==> src/rtl/rvcpu_pkg.sv <==
// Shared CPU-wide constants, the fetch buffer entry layout and PC helpers.
package rvcpu_pkg;

  localparam int XLEN   = 32;
  localparam int INST_W = 32;

  localparam logic [XLEN-1:0]   RESET_PC_DEFAULT = 32'h0000_0000;
  localparam logic [INST_W-1:0] NOP_INST         = 32'h0000_0013;

  // One buffered instruction: address tag in the upper half, word in the lower.
  typedef struct packed {
    logic [XLEN-1:0]   pc;
    logic [INST_W-1:0] instr;
  } fetch_entry_t;

  // Sequential next word address; natural 32-bit wrap takes FFFF_FFFC to 0.
  function automatic logic [XLEN-1:0] pc_next(input logic [XLEN-1:0] pc);
    return pc + 32'd4;
  endfunction

  // Force word alignment on an externally supplied target address.
  function automatic logic [XLEN-1:0] pc_align(input logic [XLEN-1:0] pc);
    return {pc[XLEN-1:2], 2'b00};
  endfunction

endpackage

==> src/rtl/fetch_fifo.sv <==
// Registered instruction buffer: DEPTH entries of {pc, instr}, with push,
// pop, flush and an occupancy count. The head reads as zero when empty.
module fetch_fifo
  import rvcpu_pkg::*;
#(
  parameter int DEPTH = 4
) (
  input  logic                   clk,
  input  logic                   rst,
  input  logic                   push_i,
  input  logic [63:0]            push_data_i,
  input  logic                   pop_i,
  input  logic                   flush_i,
  output logic [63:0]            head_o,
  output logic [$clog2(DEPTH):0] count_o
);

  localparam int AW = $clog2(DEPTH);
  localparam int CW = AW + 1;

  logic [63:0]   mem_q [DEPTH];
  logic [AW-1:0] rd_ptr_q, rd_ptr_d;
  logic [AW-1:0] wr_ptr_q, wr_ptr_d;
  logic [CW-1:0] count_q, count_d;
  logic          do_push, do_pop;

  // Next-state: flush wins over everything; push+pop together keeps count.
  always_comb begin
    do_pop   = pop_i && (count_q != CW'(0));
    do_push  = push_i && ((count_q != CW'(DEPTH)) || do_pop);
    rd_ptr_d = rd_ptr_q;
    wr_ptr_d = wr_ptr_q;
    count_d  = count_q;
    if (flush_i) begin
      rd_ptr_d = '0;
      wr_ptr_d = '0;
      count_d  = '0;
    end else begin
      if (do_push) wr_ptr_d = wr_ptr_q + AW'(1);
      else         wr_ptr_d = wr_ptr_q;
      if (do_pop)  rd_ptr_d = rd_ptr_q + AW'(1);
      else         rd_ptr_d = rd_ptr_q;
      if (do_push && !do_pop)      count_d = count_q + CW'(1);
      else if (!do_push && do_pop) count_d = count_q - CW'(1);
      else                         count_d = count_q;
    end
  end

  // Pointer and occupancy registers.
  always_ff @(posedge clk or posedge rst) begin
    if (rst) begin
      rd_ptr_q <= '0;
      wr_ptr_q <= '0;
      count_q  <= '0;
    end else begin
      rd_ptr_q <= rd_ptr_d;
      wr_ptr_q <= wr_ptr_d;
      count_q  <= count_d;
    end
  end

  // Storage array; contents are only visible through head_o when non-empty.
  always_ff @(posedge clk) begin
    if (do_push && !flush_i) mem_q[wr_ptr_q] <= push_data_i;
  end

  assign head_o  = (count_q != CW'(0)) ? mem_q[rd_ptr_q] : 64'h0;
  assign count_o = count_q;

endmodule

==> src/rtl/instr_fetch.sv <==
// Instruction fetch unit: issues sequential word fetches under a credit
// limit, tags in-order responses with their PC into fetch_fifo, and handles
// redirects by flushing the buffer and discarding in-flight responses.
module instr_fetch
  import rvcpu_pkg::*;
#(
  parameter logic [31:0] RESET_PC = RESET_PC_DEFAULT,
  parameter int          DEPTH    = 4,
  parameter int          MAX_OUT  = 2
) (
  input  logic        clk,
  input  logic        rst,
  output logic        imem_req_valid,
  input  logic        imem_req_ready,
  output logic [31:0] imem_req_addr,
  input  logic        imem_rsp_valid,
  input  logic [31:0] imem_rsp_data,
  output logic        inst_valid,
  input  logic        inst_ready,
  output logic [31:0] inst_data,
  output logic [31:0] inst_pc,
  input  logic        redirect_valid,
  input  logic [31:0] redirect_pc
);

  localparam int CW = $clog2(DEPTH) + 1;
  localparam int OW = $clog2(MAX_OUT + 1);

  logic          run_q;
  logic [31:0]   fetch_pc_q, fetch_pc_d;
  logic [31:0]   rsp_pc_q, rsp_pc_d;
  logic [OW-1:0] out_q, out_d;
  logic [OW-1:0] disc_q, disc_d;
  logic [CW-1:0] count;
  logic [63:0]   head;
  logic [31:0]   credit_sum;
  logic          req_fire, rsp_keep, rsp_drop, push, pop;

  // Buffered entries plus in-flight requests must fit the buffer, so a
  // response can never arrive to a full buffer. run_q holds requests off
  // while reset is asserted.
  assign credit_sum     = 32'(count) + 32'(out_q);
  assign imem_req_valid = run_q && (32'(out_q) < 32'(MAX_OUT)) &&
                          (credit_sum < 32'(DEPTH)) && !redirect_valid;
  assign imem_req_addr  = fetch_pc_q;

  // Next-state for fetch/response PCs and the outstanding/discard counters.
  always_comb begin
    req_fire   = imem_req_valid && imem_req_ready;
    rsp_drop   = imem_rsp_valid && (disc_q != OW'(0));
    rsp_keep   = imem_rsp_valid && (disc_q == OW'(0));
    push       = rsp_keep && !redirect_valid;
    pop        = inst_valid && inst_ready && !redirect_valid;
    fetch_pc_d = fetch_pc_q;
    rsp_pc_d   = rsp_pc_q;
    out_d      = out_q;
    disc_d     = disc_q;
    if (req_fire && !imem_rsp_valid)      out_d = out_q + OW'(1);
    else if (!req_fire && imem_rsp_valid) out_d = out_q - OW'(1);
    else                                  out_d = out_q;
    if (redirect_valid) begin
      // No request can fire on a redirect cycle, so every request still
      // outstanding afterwards belongs to the abandoned path.
      fetch_pc_d = pc_align(redirect_pc);
      rsp_pc_d   = pc_align(redirect_pc);
      disc_d     = out_d;
    end else begin
      if (req_fire) fetch_pc_d = pc_next(fetch_pc_q);
      else          fetch_pc_d = fetch_pc_q;
      if (rsp_keep) rsp_pc_d = pc_next(rsp_pc_q);
      else          rsp_pc_d = rsp_pc_q;
      if (rsp_drop) disc_d = disc_q - OW'(1);
      else          disc_d = disc_q;
    end
  end

  // Control state registers.
  always_ff @(posedge clk or posedge rst) begin
    if (rst) begin
      run_q      <= 1'b0;
      fetch_pc_q <= RESET_PC;
      rsp_pc_q   <= RESET_PC;
      out_q      <= '0;
      disc_q     <= '0;
    end else begin
      run_q      <= 1'b1;
      fetch_pc_q <= fetch_pc_d;
      rsp_pc_q   <= rsp_pc_d;
      out_q      <= out_d;
      disc_q     <= disc_d;
    end
  end

  fetch_fifo #(.DEPTH(DEPTH)) u_fifo (
    .clk         (clk),
    .rst         (rst),
    .push_i      (push),
    .push_data_i ({rsp_pc_q, imem_rsp_data}),
    .pop_i       (pop),
    .flush_i     (redirect_valid),
    .head_o      (head),
    .count_o     (count)
  );

  assign inst_valid = (count != CW'(0));
  assign inst_pc    = head[63:32];
  assign inst_data  = head[31:0];

endmodule
==> config.mk <==
export PLATFORM = sky130hd
export DESIGN_NAME = instr_fetch
export DESIGN_NICKNAME = d
export VERILOG_FILES = /design/src/rtl/rvcpu_pkg.sv /design/src/rtl/fetch_fifo.sv /design/src/rtl/instr_fetch.sv
export SDC_FILE = /design/constraint.sdc
export NUM_CORES = 1
export LEC_CHECK = 0
export ABC_AREA = 1
export BUFFER_PORTS_ARGS = -buffer_cell sky130_fd_sc_hd__buf_2
export CAP_MARGIN = 5
export CELL_PAD_IN_SITES_DETAIL_PLACEMENT = 1
export CELL_PAD_IN_SITES_GLOBAL_PLACEMENT = 1
export CORE_UTILIZATION = 45
export DETAILED_ROUTE_END_ITERATION = 8
export PLACE_DENSITY = 0.79
export SETUP_SLACK_MARGIN = 0.1
export SLEW_MARGIN = 20
export SYNTH_ARGS = -nofsm -noshare
export SYNTH_HDL_FRONTEND = slang
export SYNTH_SLANG_ARGS = --single-unit
==> constraint.sdc <==
create_clock -name clk -period 8.52 [get_ports clk]
set_input_delay 0.426 -clock clk [delete_from_list [all_inputs] [get_ports clk]]
set_output_delay 0.426 -clock clk [all_outputs]
set_load 0.02 [all_outputs]
Word level (Yosys, flattened, before mapping)
Memories as Yosys holds them, arrays and structs flattened.
Cells that the tools add are included.
{ "totals": {"ram_bits": 256, "input_bits": 70, "output_inout_bits": 98, "memories": 1, "reg_bits": 76} }
{ "classes": {"eq_ne": 1, "order_cmp": 2, "n_mux": 18, "addsub": 10, "n_reduce_logical": 31} }
{ "mem_list": {"columns": ["memory", "words", "word_bits", "rd", "rd_clocked_by_memory_dff", "wr", "line_no", "rtl"], "rows": [
  ["u_fifo.mem_q", 4, 64, 1, 0, 1, "fetch_fifo.sv:21", "logic [63:0] mem_q [DEPTH];"]
]} }
{ "ops": {"columns": ["op", "n"], "rows": [
  ["$mux 32", 4],
  ["$add 32x3->32 const B", 2],
  ["$mux 64", 1],
  ["$logic_and 1x1->1", 16],
  ["$mux 2", 8],
  ["$reduce_bool 2->1", 6],
  ["$mux 3", 3],
  ["$add 2x1->2 const B", 3],
  ["$reduce_bool 3->1", 2],
  ["$logic_not 1->1", 5],
  ["$add 3x2->4", 1],
  ["$lt 4x3->1 const B", 1],
  ["$sub 2x1->2 const B", 2],
  ["$add 3x1->3 const B", 1],
  ["$ne 3x3->1 const B", 1],
  ["$sub 3x1->3 const B", 1],
  ["$logic_not 2->1", 1],
  ["$lt 2x2->1 const B", 1],
  ["$mux 1", 2],
  ["$logic_or 1x1->1", 1]
]} }

Depth between registers and ports, before layout
{ "logic_depth": {"ltp_word": 11, "mapped_depth": 13, "depth_no_buf": 13} }

By module
Synthesis repeated with hierarchy kept, for this count alone.
{ "hier_totals": {"cells_unflattened": 1517, "hier_area_um2": 14878.0} }
{ "modules_own_cells": {"columns": ["module", "instances", "area_each_um2", "seq_area_each_um2", "cells_each"], "rows": [
  ["fetch_fifo", 1, 10366.2, 7862.5, 821],
  ["instr_fetch", 1, 4511.8, 1626.6, 696]
]} }

Least setup slack after synthesis
No wires, ideal clock.
{ "synth_path": {"kind": "register to register", "startpoint": "register disc_q[0]", "endpoint": "memory u_fifo.mem_q[0][0] (enable)", "required_time_ns": 8.038, "setup_ns": 0.482, "arrival_time_ns": 3.587, "setup_slack_ns": 4.450, "path_stages_with_launch": 7, "n_path_buf": 0, "cell_sequence": "dfrtp_1 -> inv_1 -> ha_1 -> nand2_1 -> nor2_2 -> nand2_1 -> nor2_1"} }
{ "synth_between": {"elab_chain_len": 7} }
{ "synth_lines": {"columns": ["item", "line_no", "rtl"], "rows": [
  ["from (decl)", "instr_fetch.sv:33", "logic [OW-1:0] disc_q, disc_d;"],
  ["from (signal assigned)", "instr_fetch.sv:90", "disc_q <= disc_d;"],
  ["$logic_not 2->1", "instr_fetch.sv:51", "rsp_keep = imem_rsp_valid && (disc_q == OW'(0));"],
  ["$logic_and 1x1->1", "instr_fetch.sv:51", null],
  ["$logic_and 1x1->1", "instr_fetch.sv:52", "push = rsp_keep && !redirect_valid;"],
  ["$logic_and 1x1->1", "fetch_fifo.sv:30", "do_push = push_i && ((count_q != CW'(DEPTH)) || do_pop);"],
  ["$logic_and 1x1->1", "fetch_fifo.sv:64", "if (do_push && !flush_i) mem_q[wr_ptr_q] <= push_data_i;"],
  ["$mux 1", "fetch_fifo.sv:64", null],
  ["$mux 1 (implied by the code)", "fetch_fifo.sv:64", null],
  ["to (decl)", "fetch_fifo.sv:21", null]
]} }
No other way between the ends.

Final worst setup path
{ "layout_path": {"startpoint": "register disc_q[0]", "endpoint": "memory u_fifo.mem_q[2][24] (enable)"} }
The elaborated chain is that of the path after synthesis.

==> metrics.csv <==
metric;value;unit
outcome;finished, violations left;
violations;negative hold slack;
wl_per_cell;19.60;um
die-area;33280;um^2
yosys.area_share.simple;20.83;%
critical_path.top_delay_family;simple AND/OR/NAND/NOR gates;
powerDensity;281.3;nW/um^2
post_cts.resized_instances;0;
worstMarginPinSlew;1082;ps
track_usage;25.02;%
cpMostUsedCell;nand2_1;
die_w;182.4;um
end_kind;flip-flop;
async_reset_ff_share;22.50;%
cts_sinks;320;
grt_max_degree;116;
synthMuxAreaShare;0;%
fin_cells;2118;
ff2ff_path_depth;7;
rows;65;
clkSlewWorstSetupHoldPaths;60;ps
hold_violations;13;
vias_per_cell;5.400;
netlist_instances;1511;
cts_setup_buffers;0;
synth_ff_type;edfxtp_1;
cap_viol_max_count;0;
rr_startpoint;disc_q[0]$_DFFE_PP0P_;
drive_gt1_share;15.33;%
ir_drop;0.1422;mV
slew_headroom;27.85;%
setup_tns;0;ps
cts_buffers;36;
start_kind;flip-flop;
cp_max_fo;44;
clockBufferDepth;3;
rsz0062_at_grt;false;
fin_crit_sh;45.24;%
placed_cells;2054;
core_area;31800;um^2
synthToLayoutAreaGrowth;15.70;%
drv_slew;0;
slowest_delay;810;ps
synth_top_family_by_area;simple AND/OR/NAND/NOR gates;
ioPinCount;168;
syn_area;14650;um^2
path_cells;inv_1, ha_1, nand2_1, nor2_2, nand2_1, nor2_4, buf_4;
drc_errors;0;
ys_warn_count;0;
antenna_found_initial;1;
place_hpwl;26010;um
fin_nets;1737;
root_buffer;clkbuf_16;
synth_compound_area_share;8.985;%
clock-skew-final;15.02;ps
place_congestion;0.9265;
yosysUniqueCellTypes;39;
whs;-7.405;ps
min_period;3855;ps
htree_levels;2;
port_buffers;161;
syn_avg_cell_area;9.696;um^2
synth_top_area_cell;edfxtp_1;
first_global_vias;12095;
synthAdderAreaFrac;0.8199;%
start_util;46.07;%
cpMaxStageDelayCell;nor2_2;
synth_top_area_share;50.83;%
synth-edff-count;248;
synth_area_leaders;edfxtp_1 51%, dfrtp_1 12%, nor2_1 8.5%, nand2_1 7.3%, o21ai_0 5.2%;
setup_viol;0;
cts_hold_buf;0;
r2r_setup_slack;4670;ps
worstSkewPairLatency;520;ps
overflow;0;
vias;11438;
ys_seq_area_share;63.13;%
clock.fmax;0.2594;GHz
grt_pass1_wl;64540;um
hp-class;input port to asynchronous set/reset pin;
crit_buf_inv;2;
first_pass_iters;6;
timing.rr.end;u_fifo.mem_q[2][24]$_DFFE_PP_;
cts_tree;yes;
die_y;182.4;um
critPathKind;flip-flop to flip-flop;
crit_required;8660;ps
wirelength;41510;um
synthXorXnorAreaFrac;1.315;%
drtIter0Drc;627;
ant_nets;0;
n_antenna_cell;0;
crit_arrival;4000;ps
ys_ff_latch;320;
leakage;6.754;nW
## routing by layer
layer / GRT usage, % / vias to the layer above / wire [um]
li1: - / 5357 / -
met1: 30.93 / 5715 / 17460
met2: 45.12 / 294 / 21170
met3: 3.512 / 72 / 1801
met4: 7.933 / 0 / 1084
met5: 0 / - / 0
## stage by stage
step / worst slack, ps / util [%] / total power, mW / area, um^2 / hold WS (ps)
floorplan: 4450 / - / 2.819 / 14660 / 496.4
global placement: 4485 / 49.71 / 3.244 / 15810 / 527.8
detailed placement: 4414 / 49.71 / 3.300 / 15810 / 556.1
CTS: 4576 / 53.22 / 4.806 / 16920 / 93.48
global route: 4263 / 53.30 / 4.991 / 16950 / 17.59
finish: 4665 / 53.30 / 4.768 / 16950 / -7.405
## layout by cell type, fill, tap and decap left out, types with 6 or more instances in the layout
master,synthesis,routed
nand4_1,10,10
nor2_1,331,327
clkbuf_16,0,36
a21oi_1,72,72
nor2_4,3,7
inv_1,96,95
edfxtp_1,248,248
nor2_2,6,6
buf_4,7,11
nand2_1,284,284
inv_2,5,6
buf_2,28,161
o21ai_0,153,153
nor3_1,11,10
nand2_2,6,6
o211ai_1,13,13
xor2_1,18,18
clkbuf_1,24,7
nand3_1,72,72
nand3b_1,6,6
dfrtp_1,72,70
clkinv_1,0,8
ha_1,8,8
## power breakdown
part	internal, mW	switching (mW)
Combinational	0.375	0.926
Clock	0.870	0.625
Sequential	1.81	0.162
Total	3.05	1.71
## worst max-delay path by stage
stage                     slack (ps)                       endpoint             startpoint  depth (start not counted)
final                           4670  u_fifo.mem_q[2][24]$_DFFE_PP_  disc_q[0]$_DFFE_PP0P_                          7
after global routing            4260  u_fifo.mem_q[2][56]$_DFFE_PP_  disc_q[0]$_DFFE_PP0P_                          7
after CTS                       4580  u_fifo.mem_q[2][56]$_DFFE_PP_  disc_q[0]$_DFFE_PP0P_                          7
after detailed placement        4410  u_fifo.mem_q[2][56]$_DFFE_PP_         redirect_valid                          5
after global placement          4490  u_fifo.mem_q[2][56]$_DFFE_PP_         redirect_valid                          5
after floorplan                 4450   u_fifo.mem_q[0][0]$_DFFE_PP_  disc_q[0]$_DFFE_PP0P_                          6
## cell type report
class | count | area (um^2)
Fill cell | 3603 | 14850
Inverter | 102 | 385.4
Clock buffer | 43 | 927.1
Multi-Input combinational cell | 1025 | 4735
Clock inverter | 20 | 188.9
Sequential cell | 320 | 9254
Timing Repair Buffer | 173 | 915.9
Tap cell | 435 | 544.3
## tightest hold or removal path: cells and delay by family
family                 cells  cell delay [ps]
buffers and inverters      3              500
## cell usage after synthesis, types with 3 or more instances
cell,instances
nand2_1,284
dfrtp_1,72
ha_1,8
buf_4,7
inv_2,5
a21oi_1,72
o211ai_1,13
a31oi_1,3
o21ai_0,153
nand2_2,6
buf_1,6
nor2_1,331
edfxtp_1,248
xor2_1,18
nand3b_1,6
nand4_1,10
nor2_4,3
o221ai_1,3
clkbuf_1,24
inv_1,96
buf_2,28
nand3_1,72
xnor2_1,4
o21ai_1,5
nor3_1,11
nor2_2,6
## cell families (layout without fill, tap and decap cells)
family,count (synthesis),after routing
AOI/OAI and AO/OA,252,252
xor gates and xnor gates,22,22
adders and majority gates,9,9
buffers and inverters,169,338
DFF,320,320
other,2,5
and+or+nand+nor,737,737
## registers in the layout (all words and copies together), names as in the netlist
| signal | cells |
|---|---|
| run_q | 1 |
| u_fifo.wr_ptr_q | 2 |
| disc_q | 2 |
| u_fifo.count_o | 3 |
| u_fifo.mem_q | 248 |
| u_fifo.rd_ptr_q | 2 |
| rsp_pc_q | 30 |
| imem_req_addr | 30 |
| out_q | 2 |
Power figures use the tool's default switching activity.
